<file path="src/rtl/serial_sub_pkg.sv">
// Shared definitions for the bit-serial subtractor: FSM encodings and default width.
package serial_sub_pkg;

    typedef enum logic [1:0] {
        IDLE  = 2'd0,
        SHIFT = 2'd1,
        DONE  = 2'd2
    } state_t;

    localparam int unsigned DEFAULT_WIDTH = 8;

endpackage

</file>
<file path="src/rtl/serial_sub_full_sub.sv">
// 1-bit full subtractor cell: d = a - b - bin, with borrow-out.
module full_sub (
    input  logic a,
    input  logic b,
    input  logic bin,
    output logic d,
    output logic bout
);

    assign d    = a ^ b ^ bin;
    assign bout = (~a & b) | (~(a ^ b) & bin);

endmodule

</file>
<file path="src/rtl/serial_sub.sv">
// Bit-serial unsigned subtractor: one bit per clock, LSB first, done pulse after WIDTH shifts.
module serial_sub
    import serial_sub_pkg::*;
#(
    parameter int unsigned WIDTH = DEFAULT_WIDTH
) (
    input  logic             clk,
    input  logic             rst_n,
    input  logic             start,
    input  logic [WIDTH-1:0] a,
    input  logic [WIDTH-1:0] b,
    output logic             busy,
    output logic             done,
    output logic [WIDTH-1:0] diff,
    output logic             borrow
);

    localparam int unsigned CW = $clog2(WIDTH + 1);

    state_t           state_q, state_d;
    logic [CW-1:0]    count_q;
    logic [WIDTH-1:0] sa_q, sb_q;
    logic [WIDTH-1:0] diff_shift;
    logic             bin_q;
    logic             d, bout;
    logic             last;

    full_sub u_cell (
        .a    (sa_q[0]),
        .b    (sb_q[0]),
        .bin  (bin_q),
        .d    (d),
        .bout (bout)
    );

    // A 1-bit result has no upper bits to shift down.
    generate
        if (WIDTH == 1) begin : g_w1
            assign diff_shift = d;
        end else begin : g_wn
            assign diff_shift = {d, diff[WIDTH-1:1]};
        end
    endgenerate

    assign last = (count_q == CW'(WIDTH - 1));

    always_ff @(posedge clk or negedge rst_n) begin
        if (!rst_n) begin
            state_q <= IDLE;
        end else begin
            state_q <= state_d;
        end
    end

    always_comb begin
        state_d = state_q;
        busy    = 1'b0;
        done    = 1'b0;
        case (state_q)
            IDLE: begin
                if (start) state_d = SHIFT;
            end
            SHIFT: begin
                busy = 1'b1;
                if (last) state_d = DONE;
            end
            DONE: begin
                done    = 1'b1;
                state_d = IDLE;
            end
            default: state_d = IDLE;
        endcase
    end

    always_ff @(posedge clk or negedge rst_n) begin
        if (!rst_n) begin
            sa_q    <= '0;
            sb_q    <= '0;
            bin_q   <= 1'b0;
            count_q <= '0;
            diff    <= '0;
            borrow  <= 1'b0;
        end else begin
            case (state_q)
                IDLE: begin
                    if (start) begin
                        sa_q    <= a;
                        sb_q    <= b;
                        bin_q   <= 1'b0;
                        count_q <= '0;
                    end
                end
                SHIFT: begin
                    diff    <= diff_shift;
                    sa_q    <= sa_q >> 1;
                    sb_q    <= sb_q >> 1;
                    bin_q   <= bout;
                    count_q <= count_q + 1'b1;
                    if (last) borrow <= bout;
                end
                default: ;
            endcase
        end
    end

endmodule

</file>
<file path="config.mk">
export PLATFORM = sky130hd
export DESIGN_NAME = serial_sub
export DESIGN_NICKNAME = d
export VERILOG_FILES = /design/src/rtl/serial_sub_pkg.sv /design/src/rtl/serial_sub_full_sub.sv /design/src/rtl/serial_sub.sv
export SDC_FILE = /design/constraint.sdc
export NUM_CORES = 1
export LEC_CHECK = 0
export CORE_MARGIN = 2
export CORE_UTILIZATION = 45
export CTS_CLUSTER_DIAMETER = 40
export DETAILED_ROUTE_END_ITERATION = 6
export PLACE_DENSITY = 0.82
export SLEW_MARGIN = 10
export SYNTH_ARGS = -nofsm -noshare
export SYNTH_HDL_FRONTEND = slang
export SYNTH_SLANG_ARGS = --single-unit
export TNS_END_PERCENT = 10
</file>
<file path="constraint.sdc">
create_clock -name clk -period 1.29 [get_ports clk]
set_clock_uncertainty 0.15 [all_clocks]
set_input_delay 0.387 -clock clk [delete_from_list [all_inputs] [get_ports clk]]
set_output_delay 0.387 -clock clk [all_outputs]
set_load 0.05 [all_outputs]
</file>
==> impl_metrics.env, run 1 <==
export IMPL_grt_usage=0.209
export IMPL_r2r_slack_ns=-0.21
export IMPL_vias_per_cell=5.33
export IMPL_clk_pin_slew_worst_paths_ns=0.10
export IMPL_syn_inst=156
export IMPL_cts_sinks=32
export IMPL_pwr_share_clk=0.108
export IMPL_overflow=0
export IMPL_ir_drop_mv=1.65
export IMPL_nNetsFinal=224
export IMPL_drt_wl_total_mm=3.57
export IMPL_area_delta_synth_final_pct=46.4
export IMPL_p_per_area_nw_per_um2=2550
export IMPL_htreeDepth=2
export IMPL_clock_path_buffers=2
export IMPL_drc_errors=0
export IMPL_post_dp_hpwl_mm=2.58
export IMPL_final_cell_mix="nand2_1 (31), dfrtp_1 (31), o21ai_1 (18), clkdlybuf4s50_1 (18), a21oi_1 (14)"
export IMPL_fp_dieH_um=62.0
export IMPL_fin_total_pwr_mw=5.65
export IMPL_p_int_mw=3.28
export IMPL_finalSetupTns_ns=-5.46
export IMPL_tightest_slew_ns=0.222
export IMPL_setup_viol=33
export IMPL_seq_power_share=0.325
export IMPL_worstHoldPathType="in -> async"
export IMPL_yosys_warnings=0
export IMPL_synth_area_um2=1510
export IMPL_final_antenna_net_count=0
export IMPL_synth_seq_cells=32
export IMPL_drive_above_1_share=0.250
export IMPL_rsz0062_at_grt="true"
export IMPL_critPathKind="reg -> out"
export IMPL_violations="negative setup slack"
export IMPL_crit_start="state_q[0]$_DFFE_PN0P_"
export IMPL_regArea_um2=802
export IMPL_worstPathMaxFanout=3
export IMPL_antenna_found_initial=0
export IMPL_cp_start_kind="flop"
export IMPL_diodes=0
export IMPL_fillCellCount=268
export IMPL_crit_arrival_ns=1.19
export IMPL_placed_cells=236
export IMPL_fin_crit_sh=1.34
export IMPL_grt_pass1_wl_mm=5.75
export IMPL_initialDrtViolationCount=84
export IMPL_grt_max_degree=33
export IMPL_setup_ws_ns=-0.434
export IMPL_synth_area_per_cell_um2=9.70
export IMPL_syn_nets=177
export IMPL_switchingPower_mw=2.37
export IMPL_clk_latency_ns=0.34
export IMPL_vias=1332
export IMPL_root_buffer="clkbuf_4"
export IMPL_power_leakage_nw=1.02
export IMPL_grt_pass1_vias=1327
export IMPL_die_w_um=62.0
export IMPL_io_buffer_count=29
export IMPL_cts_buffers=5
export IMPL_end_kind="primary output"
export IMPL_core_um2=3280
export IMPL_postCtsHoldBufs=0
export IMPL_gp_routability_congestion=0.732
export IMPL_comb_power_share=0.567
export IMPL_hold_viol_final=0
export IMPL_max_freq_ghz=0.580
export IMPL_pre_cts_ws_ns=-0.504
export IMPL_period_needed_ns=1.72
export IMPL_wl_per_cell_um=14.3
export IMPL_drv_slew=0
export IMPL_cts_tree="done"
export IMPL_yosysUniqueCellTypes=27
export IMPL_dieArea_um2=3840
export IMPL_cp_required_ns=0.75
export IMPL_io_pins=30
export IMPL_synth_seq_area_share=0.529
export IMPL_maxCapViolCount=0
export IMPL_status="finished with violations"
export IMPL_timing_rr_start="state_q[1]$_DFFE_PN0P_"
export IMPL_sw_frac_of_total=0.420
export IMPL_fp_row_count=21
export IMPL_layoutNonFillerInstCount=250
export IMPL_whs_ns=0.249
export IMPL_dr_pass1_iters=4
export IMPL_relSlewSlack=0.851
export IMPL_multi_input_comb_area_um2=674
export IMPL_initial_utilization=0.461
==> cell type report <==
type | count | share of cell area
multi-input combinational | 111 | 0.305
clock inverter | 2 | 0.00452
tap | 46 | 0.0260
timing repair buffer | 49 | 0.272
clock buffer | 6 | 0.0232
sequential | 32 | 0.362
inverter | 4 | 0.00791
==> power groups by stage <==
| stage | sequential [mW] | combinational (mW) | clock, mW |
|---|---|---|---|
| global route | 1.89 | 3.49 | 0.665 |
| global placement | 1.80 | 2.73 | 0 |
| CTS | 1.82 | 3.02 | 0.627 |
| floorplan | 2.14 | 1.26 | 0 |
| detailed placement | 1.83 | 2.84 | 0 |
| finish | 1.83 | 3.20 | 0.611 |
==> synth_stat cells <==
cell	number	area share
dfrtp_1	32	0.53
nand2_1	32	0.079
a21oi_1	16	0.053
a22oi_1	12	0.060
o21ai_1	10	0.033
nor2b_1	9	0.037
o21ai_0	8	0.026
and2b_1	5	0.025
buf_2	5	0.017
inv_1	3	0.0074
nand3_1	3	0.0099
a22o_1	2	0.012
and3b_1	2	0.012
buf_6	2	0.015
clkbuf_1	2	0.0050
mux2i_1	2	0.013
a2bb2oi_1	1	0.0058
and2b_4	1	0.0066
fa_1	1	0.013
ha_1	1	0.0083
inv_2	1	0.0025
nand2b_1	1	0.0041
nand2b_2	1	0.0058
nor2_1	1	0.0025
nor3_2	1	0.0066
o21bai_2	1	0.0074
or3_1	1	0.0041
==> path summary, 6_finish.rpt <==
check | end | cells past startpoint
max in group asynchronous | state_q[0]$_DFFE_PN0P_ | 2
hold reg to reg | sb_q[1]$_DFFE_PN0P_ | 2
min in group clk | sb_q[1]$_DFFE_PN0P_ | 2
setup / recovery | done | 3
setup reg to reg | sb_q[5]$_DFFE_PN0P_ | 5
hold / removal | sb_q[7]$_DFFE_PN0P_ | 2
==> state kept, by name, summed over array words and instances, names as in the netlist <==
name and count:
bin_q 1, borrow 1, count_q 4, diff 8, sa_q 8, sb_q 8
state_q 2
==> kinds of logic (layout without fill, tap and decap cells) <==
family,after synthesis,after routing,synth area share
AOI/OAI and AO/OA,50,50,0.197
adders and majority gates,2,2,0.0215
DFF,32,32,0.529
buffers and inverters,13,61,0.0463
muxes,2,2,0.0132
and+or+nand+nor,57,57,0.193
==> per-stage QoR <==
| stage | utilization | instance area [µm²] |
|---|---|---|
| after floorplan | - | 1540 |
| after global placement | 0.621 | 2040 |
| after detailed placement | 0.621 | 2040 |
| after CTS | 0.656 | 2150 |
| after global routing | 0.674 | 2210 |
| final | 0.674 | 2210 |
==> critical path: stages, from the launching register on <==
cell	delay, ns
dfrtp_2	0.45
buf_6	0.14
nor2b_4	0.12
buf_12	0.14
==> metal layers <==
layer / wire, µm / GRT usage / up-vias
li1: - / - / 634
met4: 43 / 0.0851 / 0
met1: 1460 / 0.247 / 648
met3: 232 / 0.0538 / 6
met2: 1830 / 0.360 / 44
met5: 0 / 0 / -
==> timing repair <==
item,in CTS,in global routing
endpoints found under the setup margin,41,39
gates resized for setup,14,13
buffers inserted,3,3
pin swaps,0,8
No activity file was read; power rests on OpenSTA's default activity.
==> inputs of run 2 (changes only) <==
Settings changed: GPL_ROUTABILITY_DRIVEN from default to 0.
==> run 2 against run 1 <==
The flow still finishes with violations (negative setup slack). Utilization increased by 1.2 points. Die area stayed put. Sequential power hardly changed. Final area rose by 1.8%. Maximum frequency increased by 0.32%. Wire length decreased by 3.1%. Register-to-register slack hardly changed. Hold slack improved by 0.015 ns. Power increased by 3.7%. Critical path depth is the same. Sequential share of layout area down 0.59 points. Clock-buffer cell count is 1 lower. Critical path type unchanged.
==> impl_metrics.env, run 2 (synthesis gave the netlist of run 1 again) <==
export IMPL_drive_above_1_share=0.266
export IMPL_grt_max_degree=33
export IMPL_worstPathMaxFanout=3
export IMPL_clock_path_buffers=2
export IMPL_setup_ws_ns=-0.429
export IMPL_violations="negative setup slack"
export IMPL_whs_ns=0.264
export IMPL_end_kind="primary output"
export IMPL_rr_worst_depth=5
export IMPL_worstHoldPathType="in -> async"
export IMPL_antenna_found_initial=0
export IMPL_fillCellCount=260
export IMPL_finalSetupTns_ns=-5.40
export IMPL_worstPathCellList="buf_6 -> nor2b_4 -> buf_12"
export IMPL_area_delta_synth_final_pct=49.0
export IMPL_drc_errors=0
export IMPL_rsz0062_at_grt="true"
export IMPL_die_w_um=62.0
export IMPL_fin_total_pwr_mw=5.86
export IMPL_dr_pass1_iters=4
export IMPL_critPathKind="reg -> out"
export IMPL_crit_arrival_ns=1.18
export IMPL_htreeDepth=2
export IMPL_vias_per_cell=5.15
export IMPL_clk_pin_slew_worst_paths_ns=0.11
export IMPL_initial_utilization=0.461
export IMPL_diodes=0
export IMPL_core_um2=3280
export IMPL_final_cell_mix="nand2_1 (30), dfrtp_1 (30), o21ai_1 (18), clkdlybuf4s50_1 (18), buf_4 (16)"
export IMPL_root_buffer="clkbuf_4"
export IMPL_p_per_area_nw_per_um2=2600
export IMPL_drv_slew=0
export IMPL_timing_rr_start="state_q[1]$_DFFE_PN0P_"
export IMPL_final_antenna_net_count=0
export IMPL_vias=1302
export IMPL_crit_family="flip-flops"
export IMPL_postLayoutCellArea_um2=2250
export IMPL_r2r_end="sb_q[6]$_DFFE_PN0P_"
export IMPL_path_buf_inv=2
export IMPL_dieArea_um2=3840
export IMPL_status="finished with violations"
export IMPL_wl_per_cell_um=13.7
export IMPL_drt_wl_total_mm=3.46
export IMPL_placed_area_um2=2040
export IMPL_cp_endpoint="done"
export IMPL_postCtsHoldBufs=0
export IMPL_fin_crit_sh=1.33
export IMPL_reg_top3="diff x8, sa_q x8, sb_q x8"
export IMPL_io_buffer_count=29
export IMPL_max_freq_ghz=0.582
export IMPL_power_leakage_nw=1.03
export IMPL_fp_row_count=21
export IMPL_period_needed_ns=1.72
export IMPL_regArea_um2=803
export IMPL_maxCapViolCount=0
export IMPL_cp_required_ns=0.75
export IMPL_utilization=0.686
export IMPL_nNetsFinal=227
export IMPL_post_dp_hpwl_mm=2.40
export IMPL_grt_pass1_wl_mm=5.52
export IMPL_grt_pass1_vias=1262
export IMPL_cts_tree="done"
export IMPL_crit_start="state_q[0]$_DFFE_PN0P_"
export IMPL_tightest_slew_ns=0.246
export IMPL_cp_start_kind="flop"
export IMPL_setup_viol=33
export IMPL_overflow=0
export IMPL_io_pins=30
export IMPL_slowest_delay_ns=0.45
export IMPL_r2r_slack_ns=-0.20
export IMPL_path_depth=3
export IMPL_cts_buffers=5
export IMPL_slowest_stage="dfrtp_2"
export IMPL_relSlewSlack=0.836
export IMPL_multi_input_comb_area_um2=679
export IMPL_grt_usage=0.198
export IMPL_ir_drop_mv=2.06
export IMPL_hold_viol_final=0
export IMPL_fp_dieH_um=62.0
export IMPL_clk_latency_ns=0.33
export IMPL_cts_sinks=32
export IMPL_initialDrtViolationCount=91
run 2: area by class of cell:
cell class              count  share of cell area
flip-flops and latches     32               0.356
multi-input cells         111               0.301
repair buffers             52               0.274
well taps                  46              0.0255
clock inverters             3              0.0189
clock buffers               5              0.0166
inverters                   4             0.00777
run 2: what timing repair did:
action / in CTS / in global routing
setup buffers: 5 / 4
gates resized for setup: 16 / 11
pin swaps: 5 / 6
endpoints found under the setup margin: 41 / 37
run 2: through the flow:
step / setup WS, ns / instances
CTS: -0.442 / 249
global placement: -0.436 / 236
floorplan: -0.145 / 156
finish: -0.429 / 253
detailed placement: -0.477 / 236
global route: -0.467 / 253
run 2: metal layers:
metal	GRT usage	up-vias	part of all wire
li1	-	638	-
met1	0.234	628	0.44
met2	0.345	33	0.50
met3	0.0683	3	0.059
met4	0.0456	0	0.0072
met5	0	-	0
run 2: where the power goes:
group | leakage, nW | total (mW) | switching (mW) | internal [mW]
combinational | 0.577 | 3.28 | 1.64 | 1.64
clock | 0.0412 | 0.748 | 0.344 | 0.404
sequential | 0.410 | 1.83 | 0.399 | 1.43
total | 1.03 | 5.86 | 2.38 | 3.48
run 2: worst min path at each step:
stage | start | to | depth (start not counted)
finish | rst_n | diff[7]$_DFFE_PN0P_ | 2
global route | rst_n | diff[7]$_DFFE_PN0P_ | 2
CTS | rst_n | sb_q[0]$_DFFE_PN0P_ | 2
detailed placement | bin_q$_DFFE_PN0P_ | bin_q$_DFFE_PN0P_ | 2
global placement | sb_q[2]$_DFFE_PN0P_ | sb_q[2]$_DFFE_PN0P_ | 2
floorplan | rst_n | bin_q$_DFFE_PN0P_ | 0
==> inputs of run 3 (changes only) <==
Settings changed: TNS_END_PERCENT 10 to 50.
==> run 3 against run 2 <==
Die area stayed put. Clock-buffer cell count grew 1. Utilization grew 3.8 points. Final cell count is 3.2% higher. Power is 6.7% higher. Wire length grew 19%. The flow still finishes with violations (negative setup slack). Worst setup slack gained 0.016 ns. Highest routed layer unchanged. Critical endpoint unchanged. Non-clock buffer count increased by 7. Sequential cell count stayed put.
==> impl_metrics.env, run 3 (synthesis gave the netlist of run 1 again) <==
export IMPL_initialDrtViolationCount=102
export IMPL_cts_buffers=5
export IMPL_tightest_slew_ns=0.225
export IMPL_power_leakage_nw=1.08
export IMPL_core_um2=3280
export IMPL_end_kind="primary output"
export IMPL_fin_crit_sh=1.32
export IMPL_grt_busiest_layer="met2"
export IMPL_period_needed_ns=1.70
export IMPL_p_per_area_nw_per_um2=2630
export IMPL_area_delta_synth_final_pct=57.4
export IMPL_drt_wl_total_mm=4.11
export IMPL_worstPathMaxFanout=2
export IMPL_grt_pass1_wl_mm=6.14
export IMPL_reg_top3="diff x8, sa_q x8, sb_q x8"
export IMPL_ir_drop_mv=1.23
export IMPL_slowest_delay_ns=0.42
export IMPL_path_buf_inv=2
export IMPL_io_buffer_count=29
export IMPL_drv_slew=0
export IMPL_drc_errors=0
export IMPL_final_common_cell="dfrtp_1"
export IMPL_dr_pass1_iters=4
export IMPL_drive_above_1_share=0.340
export IMPL_cts_sinks=32
export IMPL_pre_cts_ws_ns=-0.464
export IMPL_use_met3=0.0704
export IMPL_gr_usage_met1=0.259
export IMPL_sw_frac_of_total=0.418
export IMPL_clk_pin_slew_worst_paths_ns=0.10
export IMPL_rsz0062_at_grt="true"
export IMPL_cp_start_kind="flop"
export IMPL_wl_per_cell_um=15.8
export IMPL_whs_ns=0.243
export IMPL_fp_dieH_um=62.0
export IMPL_hold_viol_final=0
export IMPL_htreeDepth=2
export IMPL_relSlewSlack=0.850
export IMPL_worstPathCellList="buf_6 -> nor2b_4 -> buf_12"
export IMPL_placed_area_um2=2070
export IMPL_postCtsHoldBufs=0
export IMPL_initial_utilization=0.461
export IMPL_clk_latency_ns=0.35
export IMPL_die_w_um=62.0
export IMPL_vias=1394
export IMPL_overflow=0
export IMPL_p_int_mw=3.64
export IMPL_maxCapViolCount=0
export IMPL_nNetsFinal=235
export IMPL_grt_usage=0.227
export IMPL_pwr_share_clk=0.122
export IMPL_grt_pass1_vias=1336
export IMPL_diodes=0
export IMPL_crit_family="flip-flops"
export IMPL_clock_path_buffers=2
export IMPL_setup_viol=42
export IMPL_grtUsageMet2=0.391
export IMPL_fp_row_count=21
export IMPL_worstHoldPathType="in -> async"
export IMPL_slowest_stage="dfrtp_1"
export IMPL_grt_max_degree=33
export IMPL_final_cell_mix="dfrtp_1 (30), nand2_1 (28), buf_4 (21)"
export IMPL_vias_per_cell=5.34
export IMPL_switchingPower_mw=2.61
export IMPL_dieArea_um2=3840
export IMPL_comb_power_share=0.578
export IMPL_cts_tree="done"
export IMPL_finalSetupTns_ns=-7.08
export IMPL_cp_required_ns=0.75
export IMPL_postLayoutCellArea_um2=2380
export IMPL_critPathKind="reg -> out"
export IMPL_violations="negative setup slack"
export IMPL_setup_ws_ns=-0.413
export IMPL_post_dp_hpwl_mm=2.64
export IMPL_seq_power_share=0.299
export IMPL_io_pins=30
export IMPL_final_antenna_net_count=0
export IMPL_max_freq_ghz=0.587
export IMPL_antenna_found_initial=0
export IMPL_root_buffer="clkbuf_4"
export IMPL_status="finished with violations"
export IMPL_utilization=0.725
export IMPL_crit_arrival_ns=1.17
[run 3: changes by cell type in the layout (fill, tap and decap cells not counted), sizes merged]
cell | before | now
and2b | 6 | 7
buf | 34 | 41
clkbuf | 5 | 6
clkinvlp | 1 | 0
[run 3: path summary, 6_finish.rpt]
path	slack, ns	start	end	cells after the start
worst max-delay path	-0.41	state_q[1]$_DFFE_PN0P_	done	3
worst min-delay path	0.24	rst_n	diff[0]$_DFFE_PN0P_	2
worst max register to register	-0.30	state_q[1]$_DFFE_PN0P_	sa_q[7]$_DFFE_PN0P_	6
worst min register to register	0.36	sb_q[2]$_DFFE_PN0P_	sb_q[2]$_DFFE_PN0P_	2
max in group asynchronous	0.55	rst_n	state_q[0]$_DFFE_PN0P_	2
min in group clk	0.36	sb_q[2]$_DFFE_PN0P_	sb_q[2]$_DFFE_PN0P_	2
[run 3: per-stage QoR]
stage          cells  total power [mW]
5_1_grt          261              6.60
4_1_cts          257              5.93
3_5_place_dp     238              4.76
3_3_place_gp     238              4.57
2_1_floorplan    156              3.46
6_report         261              6.25
[run 3: power groups by stage]
stage | Combinational [mW] | Sequential (mW) | Clock (mW)
after global routing | 3.86 | 1.91 | 0.828
after global placement | 2.76 | 1.81 | 0
after CTS | 3.31 | 1.85 | 0.770
final | 3.61 | 1.87 | 0.765
after detailed placement | 2.90 | 1.86 | 0
after floorplan | 1.32 | 2.14 | 0
[run 3: layout make-up]
| cell class | instances | area (µm²) |
|---|---|---|
| tap | 46 | 57.6 |
| timing repair buffer | 59 | 677 |
| multi-input combinational | 112 | 749 |
| inverter | 4 | 17.5 |
| fill | 208 | 903 |
| sequential | 32 | 803 |
| clock inverter | 2 | 35.0 |
| clock buffer | 6 | 41.3 |
[run 3: timing repair]
| action | 4_1_cts | 5_1_grt |
|---|---|---|
| buffers inserted | 11 | 4 |
| pin swaps | 10 | 21 |
| gates cloned | 1 | 0 |
| setup endpoints to repair | 35 | 37 |
| resized for setup | 22 | 18 |
| hold endpoints to repair | 0 | 0 |
[run 3: routing by layer]
metal / vias to the layer above / wire [µm] / part of all wire
met1: 682 / 1650 / 0.40
met5: - / 0 / 0
met4: 0 / 119 / 0.029
met3: 12 / 165 / 0.040
met2: 44 / 2170 / 0.53
li1: 656 / - / -
